## src/rtl/amber_copro_pkg.sv

```systemverilog
// Shared definitions for the CP15 system-control coprocessor.
// Latency: n/a (constants and types only).
// Backpressure: n/a.
package amber_copro_pkg;

    localparam logic [3:0] CRN_ID         = 4'd0;
    localparam logic [3:0] CRN_FLUSH      = 4'd1;
    localparam logic [3:0] CRN_CTRL       = 4'd2;
    localparam logic [3:0] CRN_CACHEABLE  = 4'd3;
    localparam logic [3:0] CRN_UPDATEABLE = 4'd4;
    localparam logic [3:0] CRN_DISRUPTIVE = 4'd5;
    localparam logic [3:0] CRN_FSTATUS    = 4'd6;
    localparam logic [3:0] CRN_FADDR      = 4'd7;
    localparam logic [3:0] CRN_FPOP       = 4'd8;

    localparam logic [1:0] OP_MRC = 2'd1;
    localparam logic [1:0] OP_MCR = 2'd2;

    typedef enum logic [1:0] {
        FLUSH_IDLE      = 2'd0,
        FLUSH_BUSY      = 2'd1,
        FLUSH_BUSY_PEND = 2'd2
    } flush_state_t;

    typedef struct packed {
        logic [7:0]  status;
        logic [31:0] address;
    } fault_entry_t;

endpackage

```

## src/rtl/copro_fault_fifo.sv

```systemverilog
// Fault log FIFO: power-of-two depth (2..16), head is zero when empty.
// Latency: push visible at head one cycle later; count updates same edge.
// Backpressure: push while full is refused unless a pop happens in the same cycle.
module copro_fault_fifo
    import amber_copro_pkg::*;
#(
    parameter int DEPTH = 4
) (
    input  logic         clk,
    input  logic         rst_n,
    input  logic         push,
    input  fault_entry_t push_entry,
    input  logic         pop,
    output logic         full,
    output logic         empty,
    output logic [4:0]   count,
    output fault_entry_t head
);

    localparam int PTR_W = $clog2(DEPTH);

    fault_entry_t       mem [DEPTH];
    logic [PTR_W-1:0]   wr_ptr;
    logic [PTR_W-1:0]   rd_ptr;
    logic               pop_ok;
    logic               push_ok;

    assign full    = (count == 5'(DEPTH));
    assign empty   = (count == 5'd0);
    // A pop frees a slot in the same cycle, so a full log still takes the push.
    assign pop_ok  = pop && !empty;
    assign push_ok = push && (!full || pop_ok);
    // Never expose stale storage when the log is empty.
    assign head    = empty ? '0 : mem[rd_ptr];

    // Entry storage; contents are don't-care until counted in.
    always_ff @(posedge clk) begin
        if (push_ok) begin
            mem[wr_ptr] <= push_entry;
        end
    end

    // Pointer and occupancy tracking.
    always_ff @(posedge clk) begin
        if (!rst_n) begin
            wr_ptr <= '0;
            rd_ptr <= '0;
            count  <= 5'd0;
        end else begin
            if (push_ok) begin
                wr_ptr <= wr_ptr + 1'b1;
            end
            if (pop_ok) begin
                rd_ptr <= rd_ptr + 1'b1;
            end
            case ({push_ok, pop_ok})
                2'b10:   count <= count + 5'd1;
                2'b01:   count <= count - 5'd1;
                default: count <= count;
            endcase
        end
    end

endmodule

```

## src/rtl/copro15_mmu_ctrl.sv

```systemverilog
// CP15 system-control coprocessor: cache control, region attributes, fault log, flush handshake.
// Latency: MRC data and lookup attributes one cycle; flush req one cycle after the CRn 1 write.
// Backpressure: i_fetch_stall freezes decode and fault capture; flush req held until ack.
module copro15_mmu_ctrl
    import amber_copro_pkg::*;
#(
    parameter int          REGION_COUNT = 32,
    parameter int          REGION_SHIFT = 21,
    parameter int          FAULT_DEPTH  = 4,
    parameter logic [31:0] ID_VALUE     = 32'h4180_3002
) (
    input  logic                    i_clk,
    input  logic                    i_rst_n,
    input  logic                    i_fetch_stall,
    input  logic [3:0]              i_copro_crn,
    input  logic [1:0]              i_copro_operation,
    input  logic [31:0]             i_copro_write_data,
    input  logic                    i_fault,
    input  logic [7:0]              i_fault_status,
    input  logic [31:0]             i_fault_address,
    input  logic [31:0]             i_lookup_address,
    output logic [31:0]             o_copro_read_data,
    output logic                    o_cache_enable,
    output logic [REGION_COUNT-1:0] o_cacheable_area,
    output logic                    o_lookup_cacheable,
    output logic                    o_lookup_updateable,
    output logic                    o_lookup_disruptive,
    output logic                    o_cache_flush_req,
    input  logic                    i_cache_flush_ack,
    output logic                    o_fault_pending
);

    localparam int IDX_W = (REGION_COUNT > 1) ? $clog2(REGION_COUNT) : 1;

    logic [2:0]              ctrl;
    logic [REGION_COUNT-1:0] cacheable;
    logic [REGION_COUNT-1:0] updateable;
    logic [REGION_COUNT-1:0] disruptive;
    logic                    overflow;
    flush_state_t            flush_state;
    logic [31:0]             read_next;

    logic mrc;
    logic mcr;
    logic flush_wr;
    logic ack_ok;
    logic fault_push;
    logic fault_pop;
    logic fault_full;
    logic fault_empty;
    logic [4:0]   fault_count;
    fault_entry_t fault_head;
    fault_entry_t fault_in;

    assign mrc = !i_fetch_stall && (i_copro_operation == OP_MRC);
    assign mcr = !i_fetch_stall && (i_copro_operation == OP_MCR);

    assign o_cache_enable   = ctrl[0];
    assign o_cacheable_area = cacheable;
    assign o_fault_pending  = !fault_empty;

    // ---------------- fault log ----------------
    assign fault_push = !i_fetch_stall && i_fault;
    assign fault_pop  = mcr && (i_copro_crn == CRN_FPOP) && i_copro_write_data[0];
    assign fault_in   = '{status: i_fault_status, address: i_fault_address};

    copro_fault_fifo #(.DEPTH(FAULT_DEPTH)) u_fault_fifo (
        .clk        (i_clk),
        .rst_n      (i_rst_n),
        .push       (fault_push),
        .push_entry (fault_in),
        .pop        (fault_pop),
        .full       (fault_full),
        .empty      (fault_empty),
        .count      (fault_count),
        .head       (fault_head)
    );

    // Sticky overflow: a drop only happens when full with no pop freeing a slot; a new drop beats a clear.
    always_ff @(posedge i_clk) begin
        if (!i_rst_n) begin
            overflow <= 1'b0;
        end else if (fault_push && fault_full && !fault_pop) begin
            overflow <= 1'b1;
        end else if (mcr && (i_copro_crn == CRN_FPOP) && i_copro_write_data[1]) begin
            overflow <= 1'b0;
        end
    end

    // ---------------- register file ----------------
    // MCR writes to the control and area registers.
    always_ff @(posedge i_clk) begin
        if (!i_rst_n) begin
            ctrl       <= 3'd0;
            cacheable  <= '0;
            updateable <= '0;
            disruptive <= '0;
        end else if (mcr) begin
            case (i_copro_crn)
                CRN_CTRL:       ctrl       <= i_copro_write_data[2:0];
                CRN_CACHEABLE:  cacheable  <= i_copro_write_data[REGION_COUNT-1:0];
                CRN_UPDATEABLE: updateable <= i_copro_write_data[REGION_COUNT-1:0];
                CRN_DISRUPTIVE: disruptive <= i_copro_write_data[REGION_COUNT-1:0];
                default: ;
            endcase
        end
    end

    // MRC source select.
    always_comb begin
        read_next = 32'd0;
        case (i_copro_crn)
            CRN_ID:         read_next = ID_VALUE;
            CRN_FLUSH:      read_next = {30'd0, flush_state == FLUSH_BUSY_PEND, flush_state != FLUSH_IDLE};
            CRN_CTRL:       read_next = {29'd0, ctrl};
            CRN_CACHEABLE:  read_next = 32'(cacheable);
            CRN_UPDATEABLE: read_next = 32'(updateable);
            CRN_DISRUPTIVE: read_next = 32'(disruptive);
            CRN_FSTATUS:    read_next = {overflow, 3'd0, fault_count[3:0], 16'd0, fault_head.status};
            CRN_FADDR:      read_next = fault_head.address;
            default:        read_next = 32'd0;
        endcase
    end

    // Read data is captured only on an MRC and holds otherwise.
    always_ff @(posedge i_clk) begin
        if (!i_rst_n) begin
            o_copro_read_data <= 32'd0;
        end else if (mrc) begin
            o_copro_read_data <= read_next;
        end
    end

    // ---------------- flush handshake ----------------
    assign flush_wr = mcr && (i_copro_crn == CRN_FLUSH);
    // An ack only counts against a visible request, so stray acks in IDLE or the gap cycle do nothing.
    assign ack_ok   = i_cache_flush_ack && o_cache_flush_req;

    // Flush FSM; a completing ack always drops req for one cycle, and a queued flush then reasserts it.
    always_ff @(posedge i_clk) begin
        if (!i_rst_n) begin
            flush_state       <= FLUSH_IDLE;
            o_cache_flush_req <= 1'b0;
        end else begin
            case (flush_state)
                FLUSH_IDLE: begin
                    o_cache_flush_req <= flush_wr;
                    if (flush_wr) begin
                        flush_state <= FLUSH_BUSY;
                    end
                end
                FLUSH_BUSY: begin
                    if (ack_ok) begin
                        o_cache_flush_req <= 1'b0;
                        flush_state       <= flush_wr ? FLUSH_BUSY : FLUSH_IDLE;
                    end else begin
                        o_cache_flush_req <= 1'b1;
                        if (flush_wr) begin
                            flush_state <= FLUSH_BUSY_PEND;
                        end
                    end
                end
                FLUSH_BUSY_PEND: begin
                    if (ack_ok) begin
                        o_cache_flush_req <= 1'b0;
                        flush_state       <= FLUSH_BUSY;
                    end else begin
                        o_cache_flush_req <= 1'b1;
                    end
                end
                default: begin
                    o_cache_flush_req <= 1'b0;
                    flush_state       <= FLUSH_IDLE;
                end
            endcase
        end
    end

    // ---------------- attribute lookup ----------------
    logic [31:0]             region;
    logic [IDX_W-1:0]        idx;
    logic                    in_range;
    logic [REGION_COUNT-1:0] cacheable_sh;
    logic [REGION_COUNT-1:0] updateable_sh;
    logic [REGION_COUNT-1:0] disruptive_sh;

    assign region        = i_lookup_address >> REGION_SHIFT;
    assign idx           = region[IDX_W-1:0];
    // Any region bit above the index field means the address is past the last region.
    assign in_range      = ((region >> IDX_W) == 32'd0) &&
                           ({{(32-IDX_W){1'b0}}, idx} < 32'(REGION_COUNT));
    assign cacheable_sh  = cacheable  >> idx;
    assign updateable_sh = updateable >> idx;
    assign disruptive_sh = disruptive >> idx;

    // Registered lookup; uses the area registers as they stood before any same-edge MCR.
    always_ff @(posedge i_clk) begin
        if (!i_rst_n) begin
            o_lookup_cacheable  <= 1'b0;
            o_lookup_updateable <= 1'b0;
            o_lookup_disruptive <= 1'b0;
        end else begin
            o_lookup_cacheable  <= in_range && cacheable_sh[0];
            o_lookup_updateable <= in_range && updateable_sh[0];
            o_lookup_disruptive <= in_range && disruptive_sh[0];
        end
    end

endmodule

```

## config.mk

```make
export PLATFORM = sky130hd
export DESIGN_NAME = copro15_mmu_ctrl
export DESIGN_NICKNAME = d
export VERILOG_FILES = /design/src/rtl/amber_copro_pkg.sv /design/src/rtl/copro_fault_fifo.sv /design/src/rtl/copro15_mmu_ctrl.sv
export SDC_FILE = /design/constraint.sdc
export NUM_CORES = 1
export LEC_CHECK = 0
export CAP_MARGIN = 20
export CORE_UTILIZATION = 55
export CTS_CLUSTER_DIAMETER = 80
export DETAILED_ROUTE_END_ITERATION = 10
export PLACE_DENSITY = 0.8
export SETUP_SLACK_MARGIN = 0.2
export SYNTH_ARGS = -nofsm -noshare
export SYNTH_HDL_FRONTEND = slang
export SYNTH_SLANG_ARGS = --single-unit
```

## constraint.sdc

```tcl
create_clock -name i_clk -period 7.5 [get_ports i_clk]
set_input_delay 0.75 -clock i_clk [delete_from_list [all_inputs] [get_ports i_clk]]
set_output_delay 0.75 -clock i_clk [all_outputs]
set_load 0.03 [all_outputs]
```

==> run summary, run 1 <==
Headroom to the max-slew limit came out at 29.81%. The synthesized area per cell is 12.37 um^2. The count of port buffers added during placement came out at 163.

The post-synth design cell area came out at 13520 um^2. The total of max-cap violations came out at 0. The count of nets left with antenna violations once routing finished came out at 0. The aggregate negative setup slack came out at 0 ns. In the routed design, unresolved DRC markers number 0. The minimum period implied by the final worst setup slack came out at 3.614 ns. After global routing the overflow that remains totals 0. The TritonCTS sink count came out at 309. The share of the clock period used by the worst path came out at 48.18%. Leaving out fill and tap cells, the most frequent cells in the layout are 264 x sky130_fd_sc_hd__nand2_1, 161 x sky130_fd_sc_hd__clkdlybuf4s50_1, 160 x sky130_fd_sc_hd__edfxtp_1. At the later pin of the worst-skew pair, clock insertion delay measures 0.56 ns. The power per cell area is around 220 nW/um^2. The post-synth net total came out at 1217. The critical path launch point type is an input port. Once the floorplan was initialized, standard cells occupied between 50% and 60% of the core. approximately 190 I/O pins were placed. The clock transition at the register clock pins on the worst setup and hold paths after CTS is roughly 0.060 ns.

Synthesis handed over a netlist of 1093 instances. The final layout contains 1353 nets. For this block, the routed nets add up to between 30000 and 40000 um of wire. The maximum root-to-sink buffer count came out at 3. The vertical die dimension came out at 158.8 um. The final number of hold-violating endpoints came out at 0.

The endpoint required time on the critical path is 7.68 ns. The number of global-route vias before repair is between 9k and 10k. The first-pass GRT wire length came out at 52730 um. In the global route stage, overall resource usage came out at 26.85%.

The critical path class is input port to register. The sequential share of the synthesized area is a little under three fifths. Setup repair after global routing left no endpoint under its margin. The run finished with clean final reports. The area growth from synthesis to layout is 21.62%. The internal power summed over all cells came out at between 2 and 3 mW. In this run, the number of DRC markers left after iteration 0 of detailed routing was 988. The most common cell after layout, fill and taps aside is sky130_fd_sc_hd__nand2_1. The net switching share of the total power is 21.07%. The finished cells cover roughly 16000 um^2. Yosys printed 0 warnings.

The leakage power figure is 5.306 nW. The share of synthesized flip-flops with an asynchronous set or reset came out at 0%. At the worst endpoint, the arrival time is 3.79 ns.

Of all nets on the critical path, the largest fanout is 40. The die is 158.8 um wide. The number of pins exceeding their max-slew limit in the final report is 0. The CTS tree is yes. The post-detailed-route wirelength per cell came out at roughly 21 um. The tightest min-delay check is of the register to register type.

The peak clock frequency supported by timing came out at between 200 and 300 MHz. The via density per instance is 6.010. Cells with a size suffix above 1 make up 12.85% of the layout. The clock buffer count from CTS is 30. For the pin with the worst max-slew slack, the measured transition is around 1.1 ns. Across the VDD grid, the largest voltage drop is 0.2189 mV.

The number of setup violations in the final report came out at 0. The CTS H-tree depth is 1. The post-place instance area came out at ~15000 um^2. The most instantiated flip-flop cell in the synthesis netlist is sky130_fd_sc_hd__edfxtp_1. The die footprint came out at 25220 um^2. For this design, the CTS-stage hold fixing added 0 buffers.

The worst clock skew on the final layout is 0.01077 ns. The synthesized flop and latch total came out at 309. The overall via count from detail_route is between 9k and 10k. The count of cell types in the netlist is 68. Setup slack on the worst reg-to-reg path comes out at between 4 and 5 ns. Per report_power, the clock group accounts for 44.4% of the total. The sequential cell fraction of total power came out at 50.1%.

The total iterations of the first detailed-routing run is 8. The final core utilization came out at 67.83%. The number of antenna violations at the first check in global routing came out at 1. The site row count is 57. The worst setup path is captured at a register. The area inside the core boundary is 24250 um^2. The switching power total came out at 0.7616 mW. The post-CTS setup-driven buffer insertion count came out at 0.

The congestion estimate from routability-driven global placement came to just under 0.9. In this run, post-CTS repair resized a total of 0 instances. The post-detailed-placement half-perimeter wirelength came out at between 20000 and 25000 um. Yosys mapped a number of flops with a built-in enable equal to 160. In this run the clock root is driven by a sky130_fd_sc_hd__clkbuf_16. The proportion of power drawn by combinational gates came out at 5.5%. The largest net degree at the start of global routing came out at roughly 80.
-- logic make-up (layout without fill, tap and decap cells) --
| logic type | after synthesis | count (layout) | share of synthesized area, % |
|---|---|---|---|
| buf+inv | 92 | 252 | 3.340 |
| simple gates | 354 | 354 | 11.72 |
| fa+ha+maj | 9 | 9 | 0.8327 |
| compound gates | 240 | 240 | 13.64 |
| mux | 85 | 85 | 12.62 |
| flops | 309 | 309 | 57.59 |
| xor+xnor | 4 | 4 | 0.2591 |
| other cells | 0 | 1 | 0 |
-- layout make-up --
type	instances	area, um^2
fillers	1754	7801
flip-flops and latches	309	7789
multi-input cells	692	5293
repair buffers	184	1847
clock buffers	34	785.8
well taps	324	405.4
clock inverters	22	280.3
inverters	12	45.04
diodes	1	2.502
-- metrics by stage --
stage | setup slack [ns] | power [mW] | hold slack, ns | instances
floorplan | 4.409 | 1.941 | 0.4410 | 1093
global placement | 3.335 | 2.035 | 0.4402 | 1517
detailed placement | 3.325 | 2.040 | 0.4473 | 1518
CTS | 3.878 | 3.632 | 0.4564 | 1574
global route | 3.689 | 3.709 | 0.4867 | 1577
finish | 3.886 | 3.614 | 0.4545 | 1578
-- cells in the mapped netlist (3+ instances only) --
master	n	share of area [%]
sky130_fd_sc_hd__a22o_1	7	0.45
sky130_fd_sc_hd__a31o_2	5	0.32
sky130_fd_sc_hd__dfxtp_1	149	22
sky130_fd_sc_hd__nand2b_1	5	0.23
sky130_fd_sc_hd__mux2i_1	13	0.96
sky130_fd_sc_hd__o22ai_1	5	0.23
sky130_fd_sc_hd__nor3b_1	4	0.22
sky130_fd_sc_hd__and2_1	15	0.69
sky130_fd_sc_hd__a21oi_1	11	0.41
sky130_fd_sc_hd__clkbuf_1	37	1.0
sky130_fd_sc_hd__mux2_2	5	0.42
sky130_fd_sc_hd__nor2b_1	19	0.88
sky130_fd_sc_hd__edfxtp_1	160	36
sky130_fd_sc_hd__ha_1	9	0.83
sky130_fd_sc_hd__nand2_1	264	7.3
sky130_fd_sc_hd__buf_6	4	0.33
sky130_fd_sc_hd__nand3_1	6	0.22
sky130_fd_sc_hd__nor3_1	4	0.15
sky130_fd_sc_hd__buf_4	5	0.28
sky130_fd_sc_hd__a222oi_1	17	1.3
sky130_fd_sc_hd__or3_1	4	0.19
sky130_fd_sc_hd__a21boi_0	35	1.9
sky130_fd_sc_hd__o21ai_0	11	0.41
sky130_fd_sc_hd__a21boi_1	86	4.8
sky130_fd_sc_hd__buf_2	30	1.1
sky130_fd_sc_hd__nor2_1	13	0.36
sky130_fd_sc_hd__mux4_1	3	0.58
sky130_fd_sc_hd__a22oi_1	18	1.0
sky130_fd_sc_hd__o211ai_1	4	0.22
sky130_fd_sc_hd__inv_1	12	0.33
sky130_fd_sc_hd__xnor2_1	3	0.19
sky130_fd_sc_hd__mux4_2	64	11
sky130_fd_sc_hd__a21o_1	21	1.2
-- power groups by stage --
stage / registers, mW / clock network, mW / logic, mW
2_1_floorplan: 1.84 / 0 / 0.0961
3_3_place_gp: 1.84 / 0 / 0.191
3_5_place_dp: 1.85 / 0 / 0.194
4_1_cts: 1.81 / 1.63 / 0.195
5_1_grt: 1.81 / 1.69 / 0.211
6_report: 1.81 / 1.61 / 0.199
-- critical path, cell delays in order --
cell and delay [ns]:
sky130_fd_sc_hd__clkdlybuf4s50_1 0.89, sky130_fd_sc_hd__nor4b_4 0.43, sky130_fd_sc_hd__nand3_1 0.28, sky130_fd_sc_hd__a31oi_2 0.48, sky130_fd_sc_hd__and2_2 0.93
-- worst paths after layout --
path / from / endpoint / cells past startpoint
hold / removal: o_copro_read_data[15]$_SDFFE_PN0P_ / o_copro_read_data[15]$_SDFFE_PN0P_ / 2
setup reg to reg: u_fault_fifo.count[0]$_SDFFE_PN0P_ / u_fault_fifo.count[4]$_SDFFE_PN0P_ / 8
setup / recovery: i_copro_crn[3] / u_fault_fifo.mem[1][17]$_DFFE_PP_ / 5
hold reg to reg: o_copro_read_data[15]$_SDFFE_PN0P_ / o_copro_read_data[15]$_SDFFE_PN0P_ / 2
-- layer usage --
layer | wire length, um | vias up | track usage (%)
met3 | 2912 | 70 | 4.702
met4 | 1007 | 0 | 8.517
met1 | 13930 | 4657 | 37.56
met5 | 0 | - | 0
li1 | - | 4313 | -
met2 | 16030 | 443 | 42.76
-- registers in the layout, indices dropped and copies added (netlist names), named ones only --
| name | cells |
|---|---|
| u_fault_fifo.count | 5 |
| u_fault_fifo.wr_ptr | 2 |
| disruptive | 32 |
| o_lookup_cacheable | 1 |
| u_fault_fifo.mem | 160 |
| o_lookup_disruptive | 1 |
| flush_state | 2 |
| o_copro_read_data | 32 |
| o_cache_flush_req | 1 |
| ctrl | 3 |
| updateable | 32 |
| overflow | 1 |
| o_cacheable_area | 32 |
| o_lookup_updateable | 1 |
| u_fault_fifo.rd_ptr | 2 |
(Power assumes the default switching activity.)
==> inputs of run 2 (changes only) <==
==> constraint.sdc (replaced) <==
create_clock -name i_clk -period 3.4 [get_ports i_clk]
set_input_delay 0.34 -clock i_clk [delete_from_list [all_inputs] [get_ports i_clk]]
set_output_delay 0.34 -clock i_clk [all_outputs]
set_load 0.03 [all_outputs]
==> run summary, run 2 (synthesized netlist as in run 1, its figures left out) <==
Run status: finished, final reports clean (unchanged). The routed design could run at a clock period as short as 2.651 ns. The most crowded layer after global routing is met2 (unchanged). The residual DRC count is 0 (unchanged). The total of hold buffers inserted after clock tree synthesis was 0 (unchanged). The worst min-delay path startpoint is i_rst_n (was o_copro_read_data[15]$_SDFFE_PN0P_).

The biggest fanout along the worst timing path was 9 (was 40). The site row count came out at 57 (unchanged). The clock buffer count from CTS came out at 30 (unchanged). The initial detailed-routing violation count was 1034 (was 988). The critical path class is register to output port (was input port to register).

The number of fill cells came to 1777 (was 1754). The hold-critical path depth is 4 (was 2). The endpoint with the worst hold slack is o_lookup_disruptive$_SDFF_PN0_ (was o_copro_read_data[15]$_SDFFE_PN0P_). The endpoint required time on the critical path is 3.06 ns (was 7.68 ns).

The post-detailed-placement half-perimeter wirelength is 23080 um (was 21960 um). The final number of hold-violating endpoints came out at 0 (unchanged). The leakage power figure is 5.290 nW (was 5.306 nW). The cell count of the worst reg-to-reg path was 8 (unchanged). The clock transition at the register clock pins on the worst setup and hold paths after CTS is 0.06 ns (about the same). The number of instances resized during post-cts repair is 0 (unchanged).

The number of antenna violations at the first check in global routing came out at 1 (unchanged). The worst clock skew on the final layout is 0.01025 ns (was 0.01077 ns). The global routing met1 resource utilization came to 36.96% (was 37.56%). The area inside the core boundary was 24250 um^2 (unchanged).

The starting utilization of the core area is 55.77% (unchanged). The via density per instance came out at 6.036 (was 6.010). The number of setup violations in the final report came out at 0 (unchanged). The post-CTS setup-driven buffer insertion count came to 0 (unchanged). The overall via count from detail_route came out at 9561 (was 9483). The CTS H-tree depth is 1 (unchanged). The register name with the most flops is u_fault_fifo.mem (unchanged).

The vertical die dimension came out at 158.8 um (unchanged). The die footprint came out at 25220 um^2 (unchanged). The peak clock frequency supported by timing came out at 377.3 MHz. The critical register-to-register path startpoint is u_fault_fifo.count[1]$_SDFFE_PN0P_ (was u_fault_fifo.count[0]$_SDFFE_PN0P_).

The clock latency of the later-clocked register in the worst-skew pair came out at 0.58 ns (was 0.56 ns). Leading cell types in the layout, fill and taps excluded: 264 x sky130_fd_sc_hd__nand2_1, 161 x sky130_fd_sc_hd__clkdlybuf4s50_1, 160 x sky130_fd_sc_hd__edfxtp_1 (unchanged). The endpoint class of the critical path was an output port (was register). The arrival time at the worst endpoint came out at 2.31 ns (was 3.79 ns).

The worst supply voltage drop on vdd is 0.4022 mV (was 0.2189 mV). The number of global-route vias before repair came to 9156 (was 9173). The total of max-cap violations is 0 (unchanged). The transition time of the tightest slew-check pin came out at 0.9831 ns (was 1.053 ns). The remaining antenna violation count after routing is 0 (unchanged). The critical path launch point type is a register (was input port). The slack of the worst reg-to-reg path was 0.87 ns (was 4.81 ns).

The most common cell after layout, fill and taps aside is sky130_fd_sc_hd__nand2_1 (unchanged). The global placement routability congestion is 0.8831 (was 0.8857). The overall routing resource usage was 26.59% (was 26.85%). The total iterations of the first detailed-routing run came out at 7 (was 8). The first-pass GRT wire length came to 52060 um (was 52730 um). The aggregate negative setup slack is 0 ns (unchanged). The cell at the root of the clock tree is sky130_fd_sc_hd__clkbuf_16 (unchanged). The critical path startpoint was u_fault_fifo.count[1]$_SDFFE_PN0P_ (was i_copro_crn[3]). The post-detailed-route wirelength per cell was 21.25 um (was 21.47 um). The class of the tightest hold or removal check is input port to register (was register to register).

The width of the die came out at 158.8 um (unchanged). The area added between synthesis and finish is 21.11% (was 21.62%). The number of flip-flops under the largest register name is 160 (unchanged). The layout cell share with drive strength beyond 1 is 12.95% (was 12.85%).

The non-filler instance count after layout came to 1584 (was 1578). The count of port buffers added during placement came out at 163 (unchanged). The maximum root-to-sink buffer count came out at 3 (unchanged). The number of cells after detailed placement came out at 1533 (was 1518). The top-level I/O count is 185 (unchanged). The power per cell area came out at 465.1 nW/um^2 (was 219.8 nW/um^2). The number of pins exceeding their max-slew limit in the final report came out at 0 (unchanged). The leftover overflow at the end of global routing came out at 0 (unchanged). The post-detailed-routing wire length is 33660 um (was 33890 um). The met2 routing resource usage after global routing came to 42.58% (was 42.76%). The worst slew margin relative to its limit was 34.37% (was 29.81%). The CTS tree is yes (unchanged). The largest net degree at the start of global routing is 82 (was 79).

The TritonCTS sink count is 309 (unchanged). The number of nets in the final layout came out at 1365 (was 1353). The share of the clock period used by the worst path came out at a little under 80%. Setup repair after global routing missed its margin: no (unchanged).

The capture instance of the worst register-to-register path was u_fault_fifo.count[4]$_SDFFE_PN0P_ (unchanged). The global-route track usage on met3 came out at 4.754% (was 4.702%).
-- run 2: changes by cell type in the layout (fill, tap and decap cells not counted) --
cell and delta:
sky130_fd_sc_hd__buf_12 +1, sky130_fd_sc_hd__buf_4 +13, sky130_fd_sc_hd__clkinvlp_4 -2, sky130_fd_sc_hd__clkinv_16 +1
sky130_fd_sc_hd__clkinv_1 -4, sky130_fd_sc_hd__bufinv_16 -5, sky130_fd_sc_hd__clkbuf_1 +8, sky130_fd_sc_hd__clkinv_2 -3
sky130_fd_sc_hd__clkinvlp_2 -1, sky130_fd_sc_hd__clkinv_8 -1, sky130_fd_sc_hd__clkinv_4 -2, sky130_fd_sc_hd__buf_16 -2
sky130_fd_sc_hd__clkbuf_8 +3
-- run 2: how the worst max path moves through the flow --
| stage | to | slack, ns | cells past startpoint |
|---|---|---|---|
| after CTS | o_fault_pending | 0.80 | 3 |
| after detailed placement | u_fault_fifo.count[4]$_SDFFE_PN0P_ | 0.33 | 9 |
| final | o_fault_pending | 0.75 | 3 |
| after global placement | u_fault_fifo.count[4]$_SDFFE_PN0P_ | 0.36 | 9 |
| after global routing | u_fault_fifo.count[4]$_SDFFE_PN0P_ | 0.66 | 8 |
| after floorplan | u_fault_fifo.mem[0][0]$_DFFE_PP_ | 0.72 | 4 |
-- run 2: through the flow --
stage | cell area (um^2) | util (%) | setup slack, ns | hold slack, ns | power, mW
2_1_floorplan | 13520 | - | 0.7188 | 0.4270 | 4.281
3_3_place_gp | 15440 | 63.68 | 0.3557 | 0.4421 | 4.502
3_5_place_dp | 15440 | 63.68 | 0.3301 | 0.4437 | 4.512
4_1_cts | 16370 | 67.53 | 0.7962 | 0.3709 | 7.654
5_1_grt | 16370 | 67.53 | 0.6596 | 0.3828 | 7.820
6_report | 16380 | 67.54 | 0.7493 | 0.3761 | 7.616
-- run 2: worst max-delay path, cell delays in order (launching register included) --
cell                              delay, ns
sky130_fd_sc_hd__dfxtp_1               0.41
sky130_fd_sc_hd__nor2_1                0.41
sky130_fd_sc_hd__nand2_1               0.26
sky130_fd_sc_hd__clkdlybuf4s50_1       0.66
-- run 2: cell type report --
cell class	instances	area [um^2]	share of cell area (%)
Sequential cell	309	7789	47.56
Multi-Input combinational cell	692	5293	32.32
Timing Repair Buffer	196	1909	11.66
Clock buffer	45	857.1	5.233
Tap cell	324	405.4	2.475
Clock inverter	5	76.32	0.4660
Inverter	12	45.04	0.2750
Antenna cell	1	2.502	0.01528
-- run 2: power breakdown --
group          switching, mW  internal [mW]  leakage, nW  total [mW]
Combinational          0.235          0.211         2.19       0.446
Clock                   1.37           1.80        0.449        3.18
Sequential            0.0211           3.97         2.65        3.99
Total                   1.63           5.99         5.29        7.62
-- run 2: metal layers --
| metal | routed length (um) | up-vias | part of all wire, % |
|---|---|---|---|
| met5 | 0 | - | 0 |
| met1 | 13540 | 4691 | 40 |
| met4 | 1064 | 0 | 3.2 |
| met3 | 2885 | 80 | 8.6 |
| li1 | - | 4340 | - |
| met2 | 16170 | 450 | 48 |
